`src/rtl/dmem_lsu.sv`:
```
// -----------------------------------------------------------------------------
// dmem_lsu
//   Load/store unit between the core execute stage and a word-wide, registered-
//   read data memory. Adds byte/half/word sizes, sign/zero extension, alignment
//   and bounds checking. Sub-word stores are done as read-modify-write.
//
// Ports
//   clk, rst_n        clock, asynchronous active-low reset
//   req_valid/ready   core request handshake (ready only while idle)
//   req_we            1 = store, 0 = load
//   req_size          00 byte, 01 half, 10 word, 11 illegal
//   req_unsigned      load zero-extend (1) / sign-extend (0)
//   req_addr          byte address
//   req_wdata         right-justified store data
//   resp_valid        one-cycle completion pulse
//   resp_rdata        extended load data (0 for stores and errors)
//   resp_err          misaligned / out of bounds / illegal size
//   mem_write_en      one-cycle memory write strobe
//   mem_addr          word-aligned memory address
//   mem_write_data    full word written to memory
//   mem_read_data     memory read data, valid the cycle after mem_addr
// -----------------------------------------------------------------------------
module dmem_lsu #(
   parameter int unsigned MEM_BYTES = 4096
) (
   input  logic        clk,
   input  logic        rst_n,
   input  logic        req_valid,
   output logic        req_ready,
   input  logic        req_we,
   input  logic [1:0]  req_size,
   input  logic        req_unsigned,
   input  logic [31:0] req_addr,
   input  logic [31:0] req_wdata,
   output logic        resp_valid,
   output logic [31:0] resp_rdata,
   output logic        resp_err,
   output logic        mem_write_en,
   output logic [31:0] mem_addr,
   output logic [31:0] mem_write_data,
   input  logic [31:0] mem_read_data
);

   localparam logic [31:0] LAST_WORD = 32'(MEM_BYTES - 4);

   typedef enum logic [2:0] {
      S_IDLE     = 3'd0,
      S_RD_ISSUE = 3'd1,
      S_RD_WAIT  = 3'd2,
      S_WR_ISSUE = 3'd3,
      S_ERR      = 3'd4,
      S_RESP     = 3'd5
   } state_t;

   // Pick the addressed lane out of a memory word and extend it to 32 bits.
   function automatic logic [31:0] load_extract(input logic [31:0] word,
                                                input logic [1:0]  size,
                                                input logic [1:0]  off,
                                                input logic        uns);
      logic [31:0] shifted;
      logic [31:0] result;
      shifted = 32'h0000_0000;
      result  = word;
      case (size)
         2'b00: begin
            shifted = word >> {off, 3'b000};
            result  = uns ? {24'h00_0000, shifted[7:0]}
                          : {{24{shifted[7]}}, shifted[7:0]};
         end
         2'b01: begin
            shifted = word >> {off[1], 4'b0000};
            result  = uns ? {16'h0000, shifted[15:0]}
                          : {{16{shifted[15]}}, shifted[15:0]};
         end
         default: result = word;
      endcase
      return result;
   endfunction

   // Replace only the addressed lane of a memory word with the store data.
   function automatic logic [31:0] store_merge(input logic [31:0] word,
                                               input logic [1:0]  size,
                                               input logic [1:0]  off,
                                               input logic [15:0] wdata);
      logic [31:0] mask;
      logic [31:0] data;
      case (size)
         2'b00: begin
            mask = 32'h0000_00FF << {off, 3'b000};
            data = {24'h00_0000, wdata[7:0]} << {off, 3'b000};
         end
         2'b01: begin
            mask = 32'h0000_FFFF << {off[1], 4'b0000};
            data = {16'h0000, wdata} << {off[1], 4'b0000};
         end
         default: begin
            mask = 32'h0000_0000;
            data = 32'h0000_0000;
         end
      endcase
      return (word & ~mask) | (data & mask);
   endfunction

   state_t      state_q, state_d;
   logic        req_ready_q, req_ready_d;
   logic        resp_valid_q, resp_valid_d;
   logic        resp_err_q, resp_err_d;
   logic [31:0] resp_rdata_q, resp_rdata_d;
   logic        mem_write_en_q, mem_write_en_d;
   logic [31:0] mem_addr_q, mem_addr_d;
   logic [31:0] mem_write_data_q, mem_write_data_d;
   logic        we_q, we_d;
   logic [1:0]  size_q, size_d;
   logic        uns_q, uns_d;
   logic [1:0]  off_q, off_d;
   logic [15:0] wdata_q, wdata_d;
   logic        req_err_s;

   // Request legality: illegal size, misalignment, or word beyond the last one.
   always_comb begin
      req_err_s = (req_size == 2'b11)
                | ((req_size == 2'b01) & req_addr[0])
                | ((req_size == 2'b10) & (req_addr[1:0] != 2'b00))
                | ({req_addr[31:2], 2'b00} > LAST_WORD);
   end

   // Next-state and next-output logic; every output is registered.
   always_comb begin
      state_d          = state_q;
      resp_valid_d     = 1'b0;
      resp_err_d       = 1'b0;
      resp_rdata_d     = 32'h0000_0000;
      mem_addr_d       = mem_addr_q;
      mem_write_data_d = mem_write_data_q;
      we_d             = we_q;
      size_d           = size_q;
      uns_d            = uns_q;
      off_d            = off_q;
      wdata_d          = wdata_q;
      case (state_q)
         S_IDLE: begin
            if (req_valid && req_ready_q) begin
               we_d    = req_we;
               size_d  = req_size;
               uns_d   = req_unsigned;
               off_d   = req_addr[1:0];
               wdata_d = req_wdata[15:0];
               if (req_err_s) begin
                  state_d      = S_ERR;
                  resp_valid_d = 1'b1;
                  resp_err_d   = 1'b1;
               end else if (!req_we || (req_size != 2'b10)) begin
                  state_d    = S_RD_ISSUE;
                  mem_addr_d = {req_addr[31:2], 2'b00};
               end else begin
                  state_d          = S_WR_ISSUE;
                  mem_addr_d       = {req_addr[31:2], 2'b00};
                  mem_write_data_d = req_wdata;
               end
            end else begin
               state_d = S_IDLE;
            end
         end
         S_RD_ISSUE: state_d = S_RD_WAIT;
         S_RD_WAIT: begin
            if (!we_q) begin
               resp_rdata_d = load_extract(mem_read_data, size_q, off_q, uns_q);
               resp_valid_d = 1'b1;
               state_d      = S_RESP;
            end else begin
               mem_write_data_d = store_merge(mem_read_data, size_q, off_q, wdata_q);
               state_d          = S_WR_ISSUE;
            end
         end
         S_WR_ISSUE: begin
            resp_valid_d = 1'b1;
            state_d      = S_RESP;
         end
         S_ERR:   state_d = S_IDLE;
         S_RESP:  state_d = S_IDLE;
         default: state_d = S_IDLE;
      endcase
      mem_write_en_d = (state_d == S_WR_ISSUE);
      req_ready_d    = (state_d == S_IDLE);
   end

   // State and output registers; reset drops any in-flight write immediately.
   always_ff @(posedge clk or negedge rst_n) begin
      if (!rst_n) begin
         state_q          <= S_IDLE;
         req_ready_q      <= 1'b1;
         resp_valid_q     <= 1'b0;
         resp_err_q       <= 1'b0;
         resp_rdata_q     <= 32'h0000_0000;
         mem_write_en_q   <= 1'b0;
         mem_addr_q       <= 32'h0000_0000;
         mem_write_data_q <= 32'h0000_0000;
         we_q             <= 1'b0;
         size_q           <= 2'b00;
         uns_q            <= 1'b0;
         off_q            <= 2'b00;
         wdata_q          <= 16'h0000;
      end else begin
         state_q          <= state_d;
         req_ready_q      <= req_ready_d;
         resp_valid_q     <= resp_valid_d;
         resp_err_q       <= resp_err_d;
         resp_rdata_q     <= resp_rdata_d;
         mem_write_en_q   <= mem_write_en_d;
         mem_addr_q       <= mem_addr_d;
         mem_write_data_q <= mem_write_data_d;
         we_q             <= we_d;
         size_q           <= size_d;
         uns_q            <= uns_d;
         off_q            <= off_d;
         wdata_q          <= wdata_d;
      end
   end

   assign req_ready      = req_ready_q;
   assign resp_valid     = resp_valid_q;
   assign resp_err       = resp_err_q;
   assign resp_rdata     = resp_rdata_q;
   assign mem_write_en   = mem_write_en_q;
   assign mem_addr       = mem_addr_q;
   assign mem_write_data = mem_write_data_q;

endmodule

```
`config.mk`:
```
export PLATFORM = sky130hd
export DESIGN_NAME = dmem_lsu
export DESIGN_NICKNAME = d
export VERILOG_FILES = /design/src/rtl/dmem_lsu.sv
export SDC_FILE = /design/constraint.sdc
export NUM_CORES = 1
export LEC_CHECK = 0
export BUFFER_PORTS_ARGS = -buffer_cell sky130_fd_sc_hd__buf_2
export CORE_MARGIN = 5
export CORE_UTILIZATION = 56
export CTS_BUF_LIST = sky130_fd_sc_hd__clkbuf_8
export CTS_CLUSTER_DIAMETER = 80
export CTS_CLUSTER_SIZE = 14
export DETAILED_ROUTE_END_ITERATION = 6
export PLACE_DENSITY = 0.86
export SETUP_SLACK_MARGIN = 0.1
export SYNTH_ARGS = -nofsm -noshare
export SYNTH_HDL_FRONTEND = slang
export SYNTH_SLANG_ARGS = --single-unit
```
`constraint.sdc`:
```
create_clock -name clk -period 5.25 [get_ports clk]
set_input_delay 0.525 -clock clk [delete_from_list [all_inputs] [get_ports clk]]
set_output_delay 0.525 -clock clk [all_outputs]
set_load 0.005 [all_outputs]
```
Yosys cells after proc, flatten, opt, wreduce, memory -nomap -nowiden:

Index checks and enable logic that the tools add are counted.

* word-level logic and storage cells: 80
* output and inout port bits: 100
* bits in registers: 123
* input bits: 103

* bitwise gates (word level): 10
* order comparisons: 1
* reduce and logical (&&, ||, !) cells: 11
* equality and inequality tests: 13
* mux-type cells: 26
* shift operators: 6

Operators with widths (number)
* $mux W32: 12
* $pmux W32 S2: 4
* $and A32 B32 Y32: 2
* $gt A32 B12 Y1 const B: 1
* $not A32 Y32: 1
* $or A32 B32 Y32: 1
* $shl A16 B5 Y32: 1
* $shl A16 B5 Y32 const A: 1
* $shl A8 B5 Y32: 1
* $shl A8 B5 Y32 const A: 1
* $shr A32 B5 Y16: 1
* $shr A32 B5 Y8: 1
* $pmux W3 S4: 1
* $ne A2 B2 Y1 const B: 5
* $eq A3 B2 Y1 const B: 3
* $mux W3: 3
* $logic_not A3 Y1: 2
* $reduce_and A5 Y1: 1
* $eq A2 B1 Y1 const B: 2
* $eq A2 B2 Y1 const B: 2
* $mux W1: 4
* $reduce_bool A2 Y1: 2
* $eq A3 B1 Y1 const B: 1
* $or A1 B1 Y1: 3
* other kinds (10): 11

Longest topological paths before layout:

* word-level depth: 9
* depth in mapped cells: 8
* gate-level depth less buffers: 5

Worst setup path after synthesis:

Ideal clock, no wire load.

* path type: input to register
* start point: in req_addr[18]
* end point: reg mem_addr_q[10], in the netlist mem_addr[10]
* stages on the path: 5
* setup slack: 3142 ps
* path buffers: 1
* required time: 5125 ps
* arrival time: 1983 ps
* path through: nor4_1 -> nand3_1 -> nor4_4 -> buf_2 -> mux2_2

* word-level cells in the longest chain between the ends: 4

Ends and longest elaborated chain
* start: declaration: line 33 `input logic [31:0] req_addr,`
* $gt A32 B12 Y1: line 124 `| ({req_addr[31:2], 2'b00} > LAST_WORD);`
* $or A1 B1 Y1: line 124
* $not A1 Y1 (no source line)
* $reduce_and A3 Y1 (no source line)
* end signal: assignment: line 210 `mem_addr_q <= mem_addr_d;`
* end: declaration: line 110 `logic [31:0] mem_addr_q, mem_addr_d;`

No other way between the ends.
A chain may end at the register's enable or synchronous reset.

Worst setup path in the final report:

* start point: reg off_q[1]
* end point: reg mem_write_data_q[28], in the netlist mem_write_data[28]

* word-level cells in the longest chain between the ends: 9
* elaborated cells on any way between the ends: 16
* those cells by class: 4 x shift; 8 x mux; 4 x bitwise

Ends and longest elaborated chain
* start: declaration: line 115 `logic [1:0] off_q, off_d;`
* start signal: assignment: line 201 `off_q <= 2'b00;`
* start signal: assignment: line 215 `off_q <= off_d;`
* $shl A16 B5 Y32 / $shl A8 B5 Y32 (equally long branches): line 93, 89
* $pmux W32 S2: line 87 `case (size)`
* $mux W32: line 166 `if (!we_q) begin`
* $mux W32: line 140 `case (state_q)`
* $not A32 Y32: line 101 `return (word & ~mask) | (data & mask);`
* $and A32 B32 Y32: line 101
* $or A32 B32 Y32 *: line 101
* $mux W32 *: line 166
* $pmux W32 S2 *: line 140
* end signal: assignment: line 211 `mem_write_data_q <= mem_write_data_d;`
* end: declaration: line 111 `logic [31:0] mem_write_data_q, mem_write_data_d;`

Mark *: on every way between the ends. The rest lies on a longest branch, timed or not. The select of a mux whose other input is x is not followed.

==> flow_summary.ini <==
[layout]
layout-drive-gt1-share_pct = 44.1
areaGrowthSynthToFinish_pct = 25.9
final_core_util_pct = 71.2
final_cell_mix = buf_2, dfrtp_1, a21oi_1, nor2_1, mux2_2
num-nets-final = 804
final_cells = 850
finish.instance_area_mm2 = 0.00722
final_common_cell = buf_2
nFillCells = 735

[power]
vdd_drop_max_v = 0.000218
switchingPower_w = 0.000832
p_per_area_mw_per_mm2 = 362
combPwrFrac_pct = 23.2
seq_power_share_pct = 42.3
p_int_w = 0.00178
swShare_pct = 31.8
clkPwrFrac_pct = 34.6
leakagePower_nw = 4.06

[synthesis]
syn_inst = 510
synth.largest_area_cell = dfrtp_1
ys_seq_area_share_pct = 53.7
synth.distinct_cells = 34
syn_area_mm2 = 0.00573
ys_ff_latch = 123
synth_top_area_share_pct = 53.3
synthTopCellsByArea = dfrtp_1, mux2_2, a21oi_1, mux2_4, nor2b_1
yosysWarnings = 0
avgSynthCellArea_um2 = 11.2

[sta]
skew_ns = 0.0153
setup_ws_ns = 2.19
maxSlewViolCount = 0
fin_crit_sh_pct = 58.2
rsz0062_at_grt = no
hold_viol = 0
fin_setup_tns_ns = 0
max_slew_margin_pct = 16.4
final.min_clock_period_ns = 3.06
final-setup-viol-count = 0
tightest_slew_ns = 1.25
fmax_mhz = 327

[route]
wl_per_cell_um = 19.1
vias = 4761
final_antenna_net_count = 0
drt_iter0_drc = 509
drtPass1Iterations = 5
drc = 0
viasPerCell = 5.60
postRouteWirelength_mm = 16.2

[clocking]
cts.path.max_buffers = 2
root_buffer = clkbuf_8
postCtsHoldBufs = 0
cts_tree = done
clk-insertion-delay-late_ns = 0.44
h-tree-depth = 4
postCtsResizedCells = 0
clkSinkCount = 123
path_clk_slew_ns = 0.08
cts_buffers = 17
postCtsSetupBuffers = 0

[floorplan]
core_mm2 = 0.0101
ioPinCount = 203
fp-row-count = 37
die_area_mm2 = 0.0124
die_y_um = 111
start_util_pct = 56.5
dieWidth_um = 111

[grt]
gr-total-overflow = 0
grt_antenna_before_repair = 2
grt_max_degree = 70
grt_pass1_wl_mm = 26.6
first_global_vias = 5010
gr-usage-all-layers_pct = 26.8

[place]
pre_cts_ws_ns = 2.29
port_buffers = 200
placed_area_mm2 = 0.00679
hpwl_mm = 12.1
gp_congestion = 0.958
dp.cells = 818

[setup_path]
worstSetupPathType = reg -> reg
critPathMaxStageDelay_ns = 0.91
cp-end-kind = flip-flop
cp_num_buf_inv = 0
crit_chain = nor2b_1 -> o21ai_1 -> a22oi_1 -> a21oi_1 -> mux2_4
critPathLaunchType = flip-flop
critPathMaxFanout = 22
worstPathRequired_ns = 5.57
crit_family = simple AND/OR/NAND/NOR gates
cp_slowest_cell = nor2b_1
arrival_ns = 3.38

[flow_run]
maxCapViolCount = 0

[min_path]
hp-class = in -> async

[status]
outcome = finished, final reports clean
path summary, 6_finish.rpt:
check                                    startpoint                              to  cells past startpoint  slack, ns
hold reg to reg            mem_addr[25]$_DFFE_PN0P_        mem_addr[25]$_DFFE_PN0P_                      1       0.50
hold / removal                                rst_n         resp_rdata[8]$_DFF_PN0_                      1       0.20
max in group asynchronous                     rst_n        mem_addr[23]$_DFFE_PN0P_                      2       3.88
setup / recovery               off_q[1]$_DFFE_PN0P_  mem_write_data[28]$_DFFE_PN0P_                      5       2.19
setup reg to reg               off_q[1]$_DFFE_PN0P_  mem_write_data[28]$_DFFE_PN0P_                      5       2.19
min in group clk                        req_addr[3]         mem_addr[3]$_DFFE_PN0P_                      2       0.32
kinds of logic (layout without fill, tap and decap cells):
| kind of cell | count (synthesis) | after routing | share of synthesized area, % |
|---|---|---|---|
| simple gates | 118 | 118 | 10.4 |
| compound gates | 132 | 132 | 13.7 |
| flops | 123 | 123 | 53.7 |
| other cells | 1 | 4 | 0.0654 |
| buf+inv | 54 | 255 | 4.15 |
| mux | 82 | 82 | 18.0 |
flip-flops by register name, indices dropped and copies added (netlist names), 2 cells and up:
register,count
off_q,2
mem_addr,30
wdata_q,16
resp_rdata,32
mem_write_data,32
state_q,3
size_q,2
area by class of cell:
type	count	area [µm²]	area share (%)
tap	136	170	2.36
clock buffer	17	234	3.24
clock inverter	13	194	2.69
antenna	2	5.00	0.0693
timing repair buffer	205	1040	14.4
inverter	20	75.1	1.04
sequential	123	3080	42.7
multi-input combinational	334	2420	33.5
power groups by stage:
stage	Combinational, W	Clock, W	Sequential (W)
floorplan	0.000448	0	0.00107
global placement	0.000578	0	0.00111
detailed placement	0.000593	0	0.00112
CTS	0.000598	0.000917	0.00110
global route	0.000661	0.000963	0.00111
finish	0.000607	0.000904	0.00111
worst register-to-register path, cell delays in order (launching register included):
cell and delay [ns]:
dfrtp_1 0.86, nor2b_1 0.91, o21ai_1 0.47, a22oi_1 0.33, a21oi_1 0.11, mux2_4 0.28
through the flow:
step	hold WS, ns	power, W
after global placement	0.478	0.00169
after detailed placement	0.483	0.00171
after global routing	0.259	0.00274
final	0.198	0.00262
after floorplan	0.229	0.00152
after CTS	0.217	0.00262
per-layer routing:
metal	part of all wire [%]	track usage [%]
met2	46	40.9
met3	11	9.99
met4	3.9	11.4
met1	39	34.4
met5	0	0
synthesized netlist by cell type:
master and n:
nand2b_1 1, nand3_1 8, buf_6 3, dfstp_2 1, nor3_1 5, a21oi_1 88
nor4_4 1, o21ai_0 2, buf_2 4, a211oi_1 2, mux2_4 29, a21o_1 3
dfrtp_1 122, buf_1 5, o21bai_1 1, nor4_1 5, a22o_1 8, mux2i_1 10
nand2_1 14, mux2_2 42, clkbuf_1 20, inv_1 20, buf_4 2, conb_1 1
a22oi_1 24, and2_1 1, a31oi_1 1, nor2_1 49, mux4_2 1, a22oi_4 1
nor2b_1 31, nor2_2 2, o21ai_1 2, nand4b_4 1
(Power assumes the default switching activity.)
